--- src/rtl/instr_fetch_queue_if.sv ---
// rtl/instr_fetch_queue_if.sv - fetch-queue bus: imem request port, redirect and core-side queue head
interface instr_fetch_queue_if #(
  parameter int DEPTH = 4
);
  localparam int CW = $clog2(DEPTH) + 1;

  logic          imem_req_o;
  logic [31:0]   imem_addr_o;
  logic          imem_ack_i;
  logic [31:0]   imem_rdata_i;
  logic          redirect_i;
  logic [31:0]   redirect_pc_i;
  logic          deq_i;
  logic          valid_o;
  logic [31:0]   instr_o;
  logic [31:0]   pc_plus4_o;
  logic [CW-1:0] count_o;

  modport slave (
    output imem_req_o, imem_addr_o, valid_o, instr_o, pc_plus4_o, count_o,
    input  imem_ack_i, imem_rdata_i, redirect_i, redirect_pc_i, deq_i
  );

  modport master (
    input  imem_req_o, imem_addr_o, valid_o, instr_o, pc_plus4_o, count_o,
    output imem_ack_i, imem_rdata_i, redirect_i, redirect_pc_i, deq_i
  );
endinterface

--- src/rtl/instr_fetch_queue.sv ---
// rtl/instr_fetch_queue.sv - PC generator, single-outstanding imem port and prefetch FIFO feeding IF/ID
module instr_fetch_queue #(
  parameter int          DEPTH    = 4,
  parameter logic [31:0] RESET_PC = 32'h0000_0000
) (
  input logic                 clk_i,
  input logic                 rst_i,
  instr_fetch_queue_if.slave  bus
);
  localparam int AW = $clog2(DEPTH);
  localparam int CW = AW + 1;
  localparam logic [CW-1:0] DEPTH_C = CW'(DEPTH);

  logic          r_req;
  logic [31:0]   r_addr;
  logic          r_drop;
  logic [31:0]   r_pend_pc;
  logic [31:0]   r_instr [DEPTH];
  logic [31:0]   r_pc4   [DEPTH];
  logic [AW-1:0] r_wptr;
  logic [AW-1:0] r_rptr;
  logic [CW-1:0] r_count;

  logic          w_valid;
  logic          w_ack;
  logic          w_deq;
  logic          w_enq;
  logic [31:0]   w_addr_p4;
  logic [31:0]   w_redir_pc;
  logic [CW-1:0] w_count_next;

  assign w_valid      = (r_count != '0);
  assign w_ack        = r_req & bus.imem_ack_i;
  assign w_deq        = bus.deq_i & w_valid;
  assign w_enq        = w_ack & ~r_drop & ~bus.redirect_i;
  assign w_addr_p4    = r_addr + 32'd4;
  assign w_redir_pc   = bus.redirect_pc_i & ~32'h3;
  assign w_count_next = r_count + CW'(w_enq) - CW'(w_deq);

  always_ff @(posedge clk_i) begin
    if (rst_i) begin
      r_req     <= 1'b0;
      r_addr    <= RESET_PC;
      r_drop    <= 1'b0;
      r_pend_pc <= 32'h0;
      r_wptr    <= '0;
      r_rptr    <= '0;
      r_count   <= '0;
    end else if (bus.redirect_i) begin
      r_wptr  <= '0;
      r_rptr  <= '0;
      r_count <= '0;
      if (!r_req || w_ack) begin
        r_addr <= w_redir_pc;
        r_req  <= 1'b1;
        r_drop <= 1'b0;
      end else begin
        // Request still in flight: let it finish, then discard it and jump.
        r_drop    <= 1'b1;
        r_pend_pc <= w_redir_pc;
      end
    end else begin
      if (w_enq) begin
        r_instr[r_wptr] <= bus.imem_rdata_i;
        r_pc4[r_wptr]   <= w_addr_p4;
        r_wptr          <= r_wptr + 1'b1;
      end
      if (w_deq) begin
        r_rptr <= r_rptr + 1'b1;
      end
      r_count <= w_count_next;
      if (w_ack && r_drop) begin
        r_drop <= 1'b0;
        r_addr <= r_pend_pc;
        r_req  <= 1'b1;
      end else if (!(r_req && !w_ack)) begin
        // Issue only if the slot this request will fill is guaranteed free.
        if (w_enq) begin
          r_addr <= w_addr_p4;
        end
        r_req <= (w_count_next < DEPTH_C);
      end
    end
  end

  assign bus.imem_req_o  = r_req;
  assign bus.imem_addr_o = r_addr;
  assign bus.valid_o     = w_valid;
  assign bus.instr_o     = w_valid ? r_instr[r_rptr] : 32'h0;
  assign bus.pc_plus4_o  = w_valid ? r_pc4[r_rptr] : 32'h0;
  assign bus.count_o     = r_count;
endmodule

--- src/flat_wrapper.sv ---
// flat-port wrapper written by rule: the top's interface ports become plain ports
module instr_fetch_queue_flat 
#(
  parameter int          DEPTH    = 4,
  parameter logic [31:0] RESET_PC = 32'h0000_0000
)
  (clk_i, rst_i, bus_imem_req_o, bus_imem_addr_o, bus_valid_o, bus_instr_o, bus_pc_plus4_o, bus_count_o, bus_imem_ack_i, bus_imem_rdata_i, bus_redirect_i, bus_redirect_pc_i, bus_deq_i);
  instr_fetch_queue_if #(.DEPTH(DEPTH)) bus_i ();
  input logic clk_i;
  input logic rst_i;
  output wire logic [$bits(bus_i.imem_req_o)-1:0] bus_imem_req_o;
  output wire logic [$bits(bus_i.imem_addr_o)-1:0] bus_imem_addr_o;
  output wire logic [$bits(bus_i.valid_o)-1:0] bus_valid_o;
  output wire logic [$bits(bus_i.instr_o)-1:0] bus_instr_o;
  output wire logic [$bits(bus_i.pc_plus4_o)-1:0] bus_pc_plus4_o;
  output wire logic [$bits(bus_i.count_o)-1:0] bus_count_o;
  input wire logic [$bits(bus_i.imem_ack_i)-1:0] bus_imem_ack_i;
  input wire logic [$bits(bus_i.imem_rdata_i)-1:0] bus_imem_rdata_i;
  input wire logic [$bits(bus_i.redirect_i)-1:0] bus_redirect_i;
  input wire logic [$bits(bus_i.redirect_pc_i)-1:0] bus_redirect_pc_i;
  input wire logic [$bits(bus_i.deq_i)-1:0] bus_deq_i;
  assign bus_imem_req_o = bus_i.imem_req_o;
  assign bus_imem_addr_o = bus_i.imem_addr_o;
  assign bus_valid_o = bus_i.valid_o;
  assign bus_instr_o = bus_i.instr_o;
  assign bus_pc_plus4_o = bus_i.pc_plus4_o;
  assign bus_count_o = bus_i.count_o;
  assign bus_i.imem_ack_i = bus_imem_ack_i;
  assign bus_i.imem_rdata_i = bus_imem_rdata_i;
  assign bus_i.redirect_i = bus_redirect_i;
  assign bus_i.redirect_pc_i = bus_redirect_pc_i;
  assign bus_i.deq_i = bus_deq_i;
  instr_fetch_queue #(.DEPTH(DEPTH), .RESET_PC(RESET_PC)) u_core (.clk_i(clk_i), .rst_i(rst_i), .bus(bus_i));
endmodule
--- config.mk ---
export PLATFORM = sky130hd
export DESIGN_NAME = instr_fetch_queue_flat
export DESIGN_NICKNAME = d
export VERILOG_FILES = /design/src/rtl/instr_fetch_queue_if.sv /design/src/rtl/instr_fetch_queue.sv /design/src/flat_wrapper.sv
export SDC_FILE = /design/constraint.sdc
export NUM_CORES = 1
export LEC_CHECK = 0
export ABC_AREA = 1
export CAP_MARGIN = 5
export CORE_ASPECT_RATIO = 1.5
export CORE_MARGIN = 4
export CORE_UTILIZATION = 50
export CTS_BUF_LIST = sky130_fd_sc_hd__clkbuf_8
export CTS_CLUSTER_SIZE = 20
export DETAILED_ROUTE_END_ITERATION = 7
export PLACE_DENSITY_LB_ADDON = 0.12
export SETUP_SLACK_MARGIN = 0.5
export SLEW_MARGIN = 20
export SYNTH_ARGS = -nofsm -noshare
export SYNTH_HDL_FRONTEND = slang
export SYNTH_SLANG_ARGS = --single-unit
--- constraint.sdc ---
create_clock -name clk_i -period 5.35 [get_ports clk_i]
set_clock_uncertainty 0.15 [all_clocks]
set_input_delay 1.07 -clock clk_i [delete_from_list [all_inputs] [get_ports clk_i]]
set_output_delay 1.07 -clock clk_i [all_outputs]
set_load 0.03 [all_outputs]
# --- Word-level counts from Yosys, hierarchy flattened ---
# Memory sizes are Yosys's and may differ from the RTL's. A register that Yosys moved wholly into a read port is not among the register bits.
# Cells that the tools add are included.
classes:
  n_addsub: 5
  order_cmp: 1
  eq_ne: 2
  muxes: 22
  bitwise_logic: 7
  n_reduce_logical: 12
ops:
  columns: ["cell", "n"]
  rows:
  - ["$mux W32", 7]
  - ["$add A32 B3 Y32 const B", 1]
  - ["$mux W1", 11]
  - ["$mux W2", 4]
  - ["$reduce_bool A3 Y1", 2]
  - ["$add A2 B1 Y2 const B", 2]
  - ["$and A1 B1 Y1", 4]
  - ["$reduce_and A2 Y1", 2]
  - ["$add A3 B1 Y3", 1]
  - ["$lt A3 B3 Y1 const B", 1]
  - ["$ne A3 B2 Y1 const B", 1]
  - ["$not A1 Y1", 3]
  - ["$reduce_and A3 Y1", 1]
  - ["$sub A3 B1 Y3", 1]
  - ["$logic_and A1 B1 Y1", 2]
  - ["$logic_not A1 Y1", 2]
  - ["$ne A2 B1 Y1 const B", 1]
  - ["$reduce_bool A2 Y1", 1]
  - ["$reduce_or A2 Y1", 1]
  - ["$logic_or A1 B1 Y1", 1]
totals:
  ff_bits: 71
  ram_bits: 256
  in_bits: 69
  output_inout_bits: 101
  word_cells: 58
  mem_count: 2
memory_table:
  columns: ["name", "depth", "word_bits", "read_ports", "rd_clocked_by_memory_dff", "write_ports", "line_no", "text"]
  rows:
  - ["u_core.r_instr", 4, 32, 1, 1, 1, "instr_fetch_queue.sv:18", "logic [31:0] r_instr [DEPTH];"]
  - ["u_core.r_pc4", 4, 32, 1, 1, 1, "instr_fetch_queue.sv:19", "logic [31:0] r_pc4 [DEPTH];"]

# --- Longest topological paths before layout ---
depth:
  ltp_word: 9
  depth_mapped: 12
  mapped_depth_nobuf: 12

# --- Worst setup path before layout ---
# No wires, ideal clock.
synth_path:
  path_kind: "input port to flip-flop"
  startpoint: "in bus_redirect_i"
  endpoint: "mem u_core.r_instr[0][0], enable pin"
  setup_ps: 482
  arrival_time_ps: 4259
  required_ps: 4718
  path_slack_ps: 459
  cell_stages: 6
  path_buffers: 1
  path_cell_list: "clkbuf_1 -> nor2_1 -> nand2_1 -> inv_1 -> nand2_1 -> nor2_1"
synth_between:
  elab_chain_len: 6
synth_rtl:
  columns: ["element", "line_no", "text"]
  rows:
  - ["from (decl)", "flat_wrapper.sv:19", "input wire logic [$bits(bus_i.redirect_i)-1:0] bus_redirect_i;"]
  - ["$not A1 Y1", "instr_fetch_queue.sv:35", "assign w_enq = w_ack & ~r_drop & ~bus.redirect_i;"]
  - ["$and A1 B1 Y1", "instr_fetch_queue.sv:35", null]
  - ["net u_core.w_enq", "instr_fetch_queue.sv:27", "logic w_enq;"]
  - ["$mux W1", "instr_fetch_queue.sv:63", "if (w_enq) begin"]
  - ["$mux W1", "instr_fetch_queue.sv:49", "end else if (bus.redirect_i) begin"]
  - ["$mux W1", "instr_fetch_queue.sv:41", "if (rst_i) begin"]
  - ["$mux W1 (not written as such)", "instr_fetch_queue.sv:64", "r_instr[r_wptr] <= bus.imem_rdata_i;"]
  - ["to (decl)", "instr_fetch_queue.sv:18", null]
# The timed path passes the listed nets, and every way through them passes these cells.

==> reports/qor.yml <==
finalWirelength_um: 31200
synth_edf_count: 248
synth_mux_area_share_pct: 0
ant_nets: 0
synth_compound_area_share_pct: 10.5
powerDensity_mw_per_mm2: 304
yosysUniqueCellTypes: 34
design.die.area_mm2: 0.0301
area_growth_pct: 20.6
port_buffers: 163
drv_cap: 0
rows: 73
post-route-drc-count: 0
cts_resized: 0
hold_path_class: "reg2reg"
grt_max_degree: 89
finalSetupTns_ps: 0
report.final.slew_viol_count: 0
power_mw: 5.02
peakVddDrop_v: 0.000207
pin_count: 170
min_period_ps: 4410
ys_warn_count: 0
synth_xor_area_share_pct: 1.53
netlist_area_mm2: 0.0137
end_kind: "output pin"
path_class: "reg2out"
synth_flop_cell: "edfxtp_1"
ys_ff_latch: 319
h-tree-depth: 2
routabilityCongestion: 0.828
synthTopCellsByArea: "edfxtp_1 54%, dfxtp_1 10%, nor2_1 9.1%"
vias: 9676
hold_violations: 0
first_global_vias: 9478
post_synth_fa_ha_maj_area_fraction_pct: 0.787
tritoncts: "done"
antenna_cells: 0
place_area_mm2: 0.0157
synth.largest_area_cell: "edfxtp_1"
async_reset_ff_share_pct: 0
yosys.area_share.simple_pct: 18.1
coreArea_mm2: 0.0268
period_share_pct: 82.5
slew_headroom_pct: 28.1
cts_buffers: 45
routed_via_density: 5.16
grtUsageTotal_pct: 20.3
synthCells: 1355
p_leak_nw: 5.99
insertion_delay_ps: 540
die_height_um: 211
clk_path_buf_depth: 3
antenna_found_initial: 0
hold_buffers: 0
grt_setup_unrepaired: "no"
ys_seq_area_share_pct: 64.8
yosysTopAreaCellShare_pct: 54.5
worstMarginPinSlew_ps: 1080
holdWs_ps: 311
worstPathRequired_ps: 4130
cts_setup_buffers: 0
setup_viol: 0
hp-start: "u_core.r_pend_pc[2]"
grt_pass1_wl_um: 48300
avgSynthCellArea_um2: 10.1
dp_hpwl_um: 18700
cts-root-buf: "clkbuf_8"
layout-drive-gt1-share_pct: 7.92
fin_util_pct: 61.6
start_util_pct: 51.1
drtIter0Drc: 497
die_x_um: 143
gr-total-overflow: 0
outcome: "completed"
crit_path_start_kind: "flop"
clock.fmax_ghz: 0.227
synth_top_family_by_area: "simple AND/OR/NAND/NOR gates"
r2r-start: "u_core.bus.count_o[1]"
path_clk_slew_ps: 60
arrival_ps: 3190
crit_fanout: 78
nets: 1585
drt-pass1-iter-count: 5
cts_sinks: 319
post_drt_wl_per_cell_um: 16.6
final_cell_area_mm2: 0.0165
-- layer usage --
metal	track usage [%]	up-vias	share of wire [%]
met5	0	-	0
met4	6.53	0	2.5
met3	3.09	53	5.2
met2	37.9	269	53
met1	23.8	4475	39
li1	-	4879	-
-- synth_stat cells (4+ instances only) --
master and number:
a21oi_1 99, a221oi_1 23, and2_1 6, buf_2 12
buf_4 4, clkbuf_1 59, dfxtp_1 71, edfxtp_1 248
ha_1 7, inv_1 60, inv_2 5, nand2_1 212
nand2_2 7, nand3_1 18, nand3b_1 6, nor2_1 331
nor2_2 5, nor2_4 7, o211ai_1 7, o21ai_0 134
xnor2_1 6, xor2_2 8
-- kinds of logic (layout without fill, tap and decap cells) --
| logic type | Yosys count | after routing |
|---|---|---|
| simple gates | 601 | 601 |
| xor+xnor | 17 | 17 |
| flops | 319 | 319 |
| other cells | 1 | 4 |
| compound gates | 266 | 266 |
| buf+inv | 143 | 325 |
| fa+ha+maj | 8 | 8 |
-- through the flow --
stage               worst slack [ps]  instances
floorplan                        459       1358
global placement                1270       1798
detailed placement              1270       1798
CTS                              675       1877
global route                     715       1877
finish                           938       1877
-- registers in the layout, summed over array words and instances, names as in the netlist, named ones only --
signal,count
u_core.r_instr,128
u_core.r_pc4,120
u_core.bus.imem_addr_o,30
u_core.r_pend_pc,30
u_core.bus.count_o,3
u_core.r_rptr,2
u_core.r_wptr,2
u_core.bus.imem_req_o,1
u_core.r_drop,1
-- worst max-delay path, stage by stage, from the launching register on --
cell             delay (ps)
dfxtp_4                 680
buf_6                   550
nor2_1                  110
nor2_1                   90
o21ai_0                  80
a21oi_1                 330
clkdlybuf4s50_1         740
-- final timing paths --
| path | end | slack (ps) | cells after the start |
|---|---|---|---|
| hold reg to reg | u_core.r_pend_pc[2] | 310 | 2 |
| setup reg to reg | u_core.bus.imem_req_o | 2000 | 13 |
| hold / removal | u_core.r_pend_pc[2] | 310 | 2 |
| setup / recovery | bus_pc_plus4_o[12] | 940 | 6 |
-- layout make-up --
cell class                 count  area [um^2]
fill                        2241        10300
sequential                   319         8870
multi-input combinational    896         4290
timing repair buffer         180         1830
clock buffer                  50          688
tap                          337          422
inverter                      66          248
clock inverter                29          149
-- report_power, final --
group | leakage, nW | switching [mW] | internal, mW
Combinational | 2.73 | 0.311 | 0.189
Clock | 0.472 | 0.846 | 0.904
Sequential | 2.79 | 0.0461 | 2.72
-- cell usage in the layout, fill, tap and decap left out, types with 11 or more instances in the layout --
cell type / instances
buf_4: 11
dfxtp_1: 69
edfxtp_1: 248
a221oi_1: 23
nand2_1: 212
nor2_4: 11
o21ai_0: 134
inv_1: 70
nand3_1: 18
clkbuf_8: 50
a21oi_1: 99
clkdlybuf4s50_1: 163
nor2_1: 326
Power figures use the tool's default switching activity.
